## src/rtl/mem_port_arbiter_if.sv

```systemverilog
// Purpose: bundles the fetch, data and memory-side signals of the shared memory port arbiter.
// Latency: none (signal bundle only).
// Backpressure: mem_ready stalls issue; requesters hold req until their rvalid pulse.
interface mem_port_arbiter_if #(
  parameter int ADDR_W = 32,
  parameter int DATA_W = 32
);
  // Instruction-fetch requester (read-only)
  logic              if_req;
  logic [ADDR_W-1:0] if_addr;
  logic              if_rvalid;
  logic [DATA_W-1:0] if_rdata;

  // MEM-stage load/store requester
  logic              d_req;
  logic              d_we;
  logic [3:0]        d_be;
  logic [ADDR_W-1:0] d_addr;
  logic [DATA_W-1:0] d_wdata;
  logic              d_rvalid;
  logic [DATA_W-1:0] d_rdata;

  // Single-ported memory
  logic              mem_req;
  logic              mem_we;
  logic [3:0]        mem_be;
  logic [ADDR_W-1:0] mem_addr;
  logic [DATA_W-1:0] mem_wdata;
  logic              mem_ready;
  logic              mem_rvalid;
  logic [DATA_W-1:0] mem_rdata;

  // Arbiter side: serves both requesters, drives the memory.
  modport slave (
    input  if_req, if_addr,
    output if_rvalid, if_rdata,
    input  d_req, d_we, d_be, d_addr, d_wdata,
    output d_rvalid, d_rdata,
    output mem_req, mem_we, mem_be, mem_addr, mem_wdata,
    input  mem_ready, mem_rvalid, mem_rdata
  );

  // Environment side: requesters plus the memory itself.
  modport master (
    output if_req, if_addr,
    input  if_rvalid, if_rdata,
    output d_req, d_we, d_be, d_addr, d_wdata,
    input  d_rvalid, d_rdata,
    input  mem_req, mem_we, mem_be, mem_addr, mem_wdata,
    output mem_ready, mem_rvalid, mem_rdata
  );
endinterface

```

## src/rtl/mem_port_arbiter.sv

```systemverilog
// Purpose: shares one single-ported memory between fetch and load/store, data-first with a fetch starvation limit.
// Latency: req at cycle 0 -> mem_req at 1 -> rvalid at 3 minimum; empty store (be=0) answers at cycle 1.
// Backpressure: mem_req and its fields are held stable until mem_ready; one transaction outstanding at a time.
module mem_port_arbiter #(
  parameter int ADDR_W       = 32,
  parameter int DATA_W       = 32,
  parameter int STARVE_LIMIT = 4
) (
  input  logic              clk,
  input  logic              reset,
  mem_port_arbiter_if.slave bus
);

  localparam int              CNT_W = $clog2(STARVE_LIMIT + 1);
  localparam logic [CNT_W-1:0] LIMIT = CNT_W'(STARVE_LIMIT);

  typedef enum logic [1:0] {
    IDLE  = 2'd0,
    ISSUE = 2'd1,
    WAIT  = 2'd2,
    RESP  = 2'd3
  } state_t;

  state_t            r_state;
  logic              r_owner;      // 1 = data requester, 0 = fetch
  logic              r_store;      // granted data access is a store (rdata forced to 0)
  logic [CNT_W-1:0]  r_starve_cnt;

  logic              r_mem_req;
  logic              r_mem_we;
  logic [3:0]        r_mem_be;
  logic [ADDR_W-1:0] r_mem_addr;
  logic [DATA_W-1:0] r_mem_wdata;
  logic              r_if_rvalid;
  logic [DATA_W-1:0] r_if_rdata;
  logic              r_d_rvalid;
  logic [DATA_W-1:0] r_d_rdata;

  logic              w_any_req;
  logic              w_pick_data;
  logic              w_empty_store;

  // Arbitration decision: data wins a tie unless fetch has been passed over STARVE_LIMIT times.
  always_comb begin
    w_any_req     = bus.if_req | bus.d_req;
    w_pick_data   = bus.d_req & (~bus.if_req | (r_starve_cnt != LIMIT));
    w_empty_store = bus.d_we & (bus.d_be == 4'b0000);
  end

  // Transaction FSM with all outputs registered; rvalid/rdata default low so RESP is a 1-cycle pulse.
  always_ff @(posedge clk) begin
    if (reset) begin
      r_state      <= IDLE;
      r_owner      <= 1'b0;
      r_store      <= 1'b0;
      r_starve_cnt <= '0;
      r_mem_req    <= 1'b0;
      r_mem_we     <= 1'b0;
      r_mem_be     <= 4'b0000;
      r_mem_addr   <= '0;
      r_mem_wdata  <= '0;
      r_if_rvalid  <= 1'b0;
      r_if_rdata   <= '0;
      r_d_rvalid   <= 1'b0;
      r_d_rdata    <= '0;
    end else begin
      r_if_rvalid <= 1'b0;
      r_if_rdata  <= '0;
      r_d_rvalid  <= 1'b0;
      r_d_rdata   <= '0;
      case (r_state)
        IDLE: begin
          if (w_any_req) begin
            r_owner <= w_pick_data;
            if (w_pick_data) begin
              // Each data grant over a waiting fetch moves fetch closer to being forced.
              if (bus.if_req) begin
                if (r_starve_cnt != LIMIT) r_starve_cnt <= r_starve_cnt + 1'b1;
              end else begin
                r_starve_cnt <= '0;
              end
              r_store <= bus.d_we;
              if (w_empty_store) begin
                // Nothing to write: acknowledge without touching memory.
                r_d_rvalid <= 1'b1;
                r_state    <= RESP;
              end else begin
                r_mem_req   <= 1'b1;
                r_mem_we    <= bus.d_we;
                r_mem_be    <= bus.d_be;
                r_mem_addr  <= bus.d_addr;
                r_mem_wdata <= bus.d_wdata;
                r_state     <= ISSUE;
              end
            end else begin
              r_starve_cnt <= '0;
              r_store      <= 1'b0;
              r_mem_req    <= 1'b1;
              r_mem_we     <= 1'b0;
              r_mem_be     <= 4'b1111;
              r_mem_addr   <= bus.if_addr;
              r_mem_wdata  <= '0;
              r_state      <= ISSUE;
            end
          end
        end
        ISSUE: begin
          if (bus.mem_ready) begin
            r_mem_req   <= 1'b0;
            r_mem_we    <= 1'b0;
            r_mem_be    <= 4'b0000;
            r_mem_addr  <= '0;
            r_mem_wdata <= '0;
            r_state     <= WAIT;
          end
        end
        WAIT: begin
          if (bus.mem_rvalid) begin
            if (r_owner) begin
              r_d_rvalid <= 1'b1;
              r_d_rdata  <= r_store ? '0 : bus.mem_rdata;
            end else begin
              r_if_rvalid <= 1'b1;
              r_if_rdata  <= bus.mem_rdata;
            end
            r_state <= RESP;
          end
        end
        RESP: begin
          r_state <= IDLE;
        end
        default: begin
          r_state <= IDLE;
        end
      endcase
    end
  end

  assign bus.mem_req   = r_mem_req;
  assign bus.mem_we    = r_mem_we;
  assign bus.mem_be    = r_mem_be;
  assign bus.mem_addr  = r_mem_addr;
  assign bus.mem_wdata = r_mem_wdata;
  assign bus.if_rvalid = r_if_rvalid;
  assign bus.if_rdata  = r_if_rdata;
  assign bus.d_rvalid  = r_d_rvalid;
  assign bus.d_rdata   = r_d_rdata;

endmodule

```

## src/flat_wrapper.sv

```systemverilog
// flat-port wrapper written by rule: the top's interface ports become plain ports
module mem_port_arbiter_flat 
#(
  parameter int ADDR_W       = 32,
  parameter int DATA_W       = 32,
  parameter int STARVE_LIMIT = 4
)
  (clk, reset, bus_if_req, bus_if_addr, bus_if_rvalid, bus_if_rdata, bus_d_req, bus_d_we, bus_d_be, bus_d_addr, bus_d_wdata, bus_d_rvalid, bus_d_rdata, bus_mem_req, bus_mem_we, bus_mem_be, bus_mem_addr, bus_mem_wdata, bus_mem_ready, bus_mem_rvalid, bus_mem_rdata);
  mem_port_arbiter_if #(.ADDR_W(ADDR_W), .DATA_W(DATA_W)) bus_i ();
  input  logic clk;
  input  logic reset;
  input wire logic [$bits(bus_i.if_req)-1:0] bus_if_req;
  input wire logic [$bits(bus_i.if_addr)-1:0] bus_if_addr;
  output wire logic [$bits(bus_i.if_rvalid)-1:0] bus_if_rvalid;
  output wire logic [$bits(bus_i.if_rdata)-1:0] bus_if_rdata;
  input wire logic [$bits(bus_i.d_req)-1:0] bus_d_req;
  input wire logic [$bits(bus_i.d_we)-1:0] bus_d_we;
  input wire logic [$bits(bus_i.d_be)-1:0] bus_d_be;
  input wire logic [$bits(bus_i.d_addr)-1:0] bus_d_addr;
  input wire logic [$bits(bus_i.d_wdata)-1:0] bus_d_wdata;
  output wire logic [$bits(bus_i.d_rvalid)-1:0] bus_d_rvalid;
  output wire logic [$bits(bus_i.d_rdata)-1:0] bus_d_rdata;
  output wire logic [$bits(bus_i.mem_req)-1:0] bus_mem_req;
  output wire logic [$bits(bus_i.mem_we)-1:0] bus_mem_we;
  output wire logic [$bits(bus_i.mem_be)-1:0] bus_mem_be;
  output wire logic [$bits(bus_i.mem_addr)-1:0] bus_mem_addr;
  output wire logic [$bits(bus_i.mem_wdata)-1:0] bus_mem_wdata;
  input wire logic [$bits(bus_i.mem_ready)-1:0] bus_mem_ready;
  input wire logic [$bits(bus_i.mem_rvalid)-1:0] bus_mem_rvalid;
  input wire logic [$bits(bus_i.mem_rdata)-1:0] bus_mem_rdata;
  assign bus_i.if_req = bus_if_req;
  assign bus_i.if_addr = bus_if_addr;
  assign bus_if_rvalid = bus_i.if_rvalid;
  assign bus_if_rdata = bus_i.if_rdata;
  assign bus_i.d_req = bus_d_req;
  assign bus_i.d_we = bus_d_we;
  assign bus_i.d_be = bus_d_be;
  assign bus_i.d_addr = bus_d_addr;
  assign bus_i.d_wdata = bus_d_wdata;
  assign bus_d_rvalid = bus_i.d_rvalid;
  assign bus_d_rdata = bus_i.d_rdata;
  assign bus_mem_req = bus_i.mem_req;
  assign bus_mem_we = bus_i.mem_we;
  assign bus_mem_be = bus_i.mem_be;
  assign bus_mem_addr = bus_i.mem_addr;
  assign bus_mem_wdata = bus_i.mem_wdata;
  assign bus_i.mem_ready = bus_mem_ready;
  assign bus_i.mem_rvalid = bus_mem_rvalid;
  assign bus_i.mem_rdata = bus_mem_rdata;
  mem_port_arbiter #(.ADDR_W(ADDR_W), .DATA_W(DATA_W), .STARVE_LIMIT(STARVE_LIMIT)) u_core (.clk(clk), .reset(reset), .bus(bus_i));
endmodule
```

## config.mk

```make
export PLATFORM = sky130hd
export DESIGN_NAME = mem_port_arbiter_flat
export DESIGN_NICKNAME = d
export VERILOG_FILES = /design/src/rtl/mem_port_arbiter_if.sv /design/src/rtl/mem_port_arbiter.sv /design/src/flat_wrapper.sv
export SDC_FILE = /design/constraint.sdc
export NUM_CORES = 1
export LEC_CHECK = 0
export BUFFER_PORTS_ARGS = -buffer_cell sky130_fd_sc_hd__buf_2
export CAP_MARGIN = 25
export CORE_MARGIN = 2
export CORE_UTILIZATION = 45
export CTS_CLUSTER_DIAMETER = 30
export CTS_CLUSTER_SIZE = 20
export DETAILED_ROUTE_END_ITERATION = 16
export PLACE_DENSITY = 0.9
export SYNTH_ARGS = -nofsm -noshare
export SYNTH_HDL_FRONTEND = slang
export SYNTH_SLANG_ARGS = --single-unit
```

## constraint.sdc

```tcl
create_clock -name clk -period 2.05 [get_ports clk]
set_input_delay 0.615 -clock clk [delete_from_list [all_inputs] [get_ports clk]]
set_output_delay 0.615 -clock clk [all_outputs]
set_load 0.02 [all_outputs]
```

==> results.sh <==
export IMPL_synth_area_leaders="dfxtp_1 55%, mux2i_1 13%, and2_1 7.9%"
export IMPL_ys_types=40
export IMPL_drt_iter0_drc=243
export IMPL_muxShareOfSynthArea_pct=13.3
export IMPL_yosys_warnings=0
export IMPL_crit_type="flop to flop"
export IMPL_synth_top_family_by_area="simple AND/OR/NAND/NOR gates"
export IMPL_final_hold_viol_count=0
export IMPL_clock_latency_ps=410
export IMPL_cts_buffers=17
export IMPL_vias_per_cell=4.84
export IMPL_synth_seq_cells=143
export IMPL_critPathMaxFanout=19
export IMPL_drc=0
export IMPL_maxCapViolations=0
export IMPL_cts_setup_buffers=0
export IMPL_vias=4396
export IMPL_async_reset_ff_share_pct=0
export IMPL_finClkSkew_ps=4.44
export IMPL_synth_xor_area_share_pct=0
export IMPL_drt_wl_total_um=13300
export IMPL_grt_antenna_before_repair=0
export IMPL_clockRootBuffer="clkbuf_16"
export IMPL_outcome="finished clean"
export IMPL_cts_resized=0
export IMPL_ctsLongestPathBuffers=2
export IMPL_core_area_mm2=0.0114
export IMPL_num_fill_cells=877
export IMPL_endpoint_kind="flop"
export IMPL_die_h_um=112
export IMPL_drv_slew=0
export IMPL_ys_seq_area_share_pct=54.8
export IMPL_fin_nets=897
export IMPL_p_per_area_mw_per_mm2=1260
export IMPL_hp_start="bus_mem_rdata[10]"
export IMPL_htreeDepth=4
export IMPL_synth_nets=616
export IMPL_drive_gt1_share_pct=43.7
export IMPL_synthAdderAreaFrac_pct=1.44
export IMPL_synth_avg_cell_area_um2=11.1
export IMPL_rsz0062_at_grt="no"
export IMPL_ant_nets=0
export IMPL_crit_start="u_core.r_state[0]$_SDFFE_PP0P_"
export IMPL_vdd_drop_max_uv=827
export IMPL_die_area_mm2=0.0125
export IMPL_hp_class="primary input to flop"
export IMPL_dr_pass1_iters=4
export IMPL_synth_edf_count=0
export IMPL_clkTransAtPathRegs_ps=60
export IMPL_grt_total_usage_pct=21.0
export IMPL_final_cell_count_no_fill=908
export IMPL_cts_sinks=143
export IMPL_grt_max_degree=34
export IMPL_p_leak_nw=3.73
export IMPL_cp_slowest_cell="or3b_4"
export IMPL_synth_top_area_share_pct=54.8
export IMPL_area_growth_pct=41.6
export IMPL_period_share_pct=88.3
export IMPL_routedWlPerCell_um=14.6
export IMPL_grt_remaining_overflow=0
export IMPL_place_ws_ps=-50.6
export IMPL_ctsHoldBuffers=0
export IMPL_start_kind="flop"
export IMPL_num_rows=39
export IMPL_place_inst=876
export IMPL_die_x_um=112
export IMPL_crit_chain="inv_1, ha_1, or3b_4, o211a_2, nand2_4, buf_12, mux2i_1"
export IMPL_diodes=0
export IMPL_worst_pin_slew_ps=305
export IMPL_finalCriticalPeriod_ps=1810
export IMPL_path_buf_inv=2
export IMPL_worstReg2RegStart="u_core.r_state[0]$_SDFFE_PP0P_"
export IMPL_synth_compound_area_share_pct=8.22
export IMPL_finalSetupViolations=0
export IMPL_mostFrequentLayoutCell="buf_2"
export IMPL_synth_top_area_cell="dfxtp_1"
export IMPL_required_ps=2380
export IMPL_initial_utilization_pct=45.9
export IMPL_netlist_instances=471
export IMPL_slowest_delay_ps=390
export IMPL_synthSimpleGateAreaFrac_pct=18.3
export IMPL_place_congestion=0.839
export IMPL_slew_headroom_pct=79.5
export IMPL_io_buffers=274
export IMPL_final_cell_mix="274 x buf_2, 143 x dfxtp_1, 68 x mux2i_1"
export IMPL_tritoncts="done"
export IMPL_max_freq_ghz=0.552
export IMPL_ios=275
export IMPL_holdWs_ps=410
export IMPL_worst_ep_arrival_time_ps=2140
export IMPL_grt_pass1_vias=4501
export IMPL_critPathTopFamily="simple AND/OR/NAND/NOR gates"
export IMPL_grt_first_pass_wirelength_um=21000
export IMPL_netlist_area_mm2=0.00522
export IMPL_dpl_hpwl_um=9930
export IMPL_finalWorstSetupSlack_ps=240
export IMPL_ys_flop_type="dfxtp_1"
[flip-flops by register name, summed over array words and instances (netlist names)]
signal,flops
u_core.r_starve_cnt,3
u_core.r_owner,1
u_core.bus.mem_we,1
u_core.bus.mem_req,1
u_core.bus.d_rvalid,1
u_core.bus.mem_be,4
u_core.r_state,2
u_core.r_store,1
u_core.bus.if_rdata,32
u_core.bus.d_rdata,32
u_core.bus.mem_addr,32
u_core.bus.mem_wdata,32
u_core.bus.if_rvalid,1
[synthesized netlist by cell type, drive strengths merged (2+ instances only)]
cell type	instances
inv	6
nand2	38
dfxtp	143
nor3	3
a22oi	2
nand3	5
and2	66
nor2	6
nand4	2
buf	18
clkbuf	11
o21bai	4
mux2i	68
nand2b	38
a21oi	7
o2bb2ai	32
ha	6
[routing by layer]
metal  global-route usage [%]  vias to the layer above  routed length, um
li1                         -                     2157                  -
met1                     22.3                     2033               5200
met2                     37.3                      185               6660
met3                     8.06                       21               1160
met4                     8.48                        0                253
met5                        0                        -                  0
[power by group]
group | internal (mW) | total, mW | switching [mW] | leakage (nW)
logic | 1.23 | 2.91 | 1.67 | 2.29
registers | 3.24 | 3.47 | 0.233 | 1.16
clock network | 1.73 | 2.95 | 1.22 | 0.277
total | 6.20 | 9.33 | 3.13 | 3.73
[metrics by stage]
stage                     setup TNS, ps  utilization, %  power (mW)  area (um2)
final                                 0            65.0        9.33        7390
after floorplan                       0               -        5.52        5220
after global placement                0            60.0        6.37        6820
after CTS                             0            65.0        9.40        7390
after detailed placement           -873            60.0        6.44        6820
after global routing                  0            65.0        9.76        7390
[worst paths after layout]
kind                                                             end  slack (ps)  cells after the start
worst max-delay path            u_core.bus.mem_wdata[0]$_SDFFE_PP0P_         240                      7
worst min register to register  u_core.bus.mem_addr[28]$_SDFFE_PP0P_         460                      1
worst max register to register  u_core.bus.mem_wdata[0]$_SDFFE_PP0P_         240                      7
worst min-delay path               u_core.bus.d_rdata[10]$_SDFF_PP0_         410                      2
[cell type report]
type	count	area, um2	share of cell area, %
inverter	6	22.5	0.305
clock buffer	19	443	5.99
clock inverter	13	131	1.78
sequential	143	2860	38.7
timing repair buffer	291	1590	21.5
tap	143	179	2.42
multi-input combinational	293	2170	29.3
[logic make-up (layout without fill, tap and decap cells)]
logic type / after synthesis / after routing
compound gates: 51 / 51
fa+ha+maj: 6 / 6
buf+inv: 35 / 329
flops: 143 / 143
mux: 69 / 69
simple gates: 167 / 167
No activity file was read; power rests on OpenSTA's default activity.
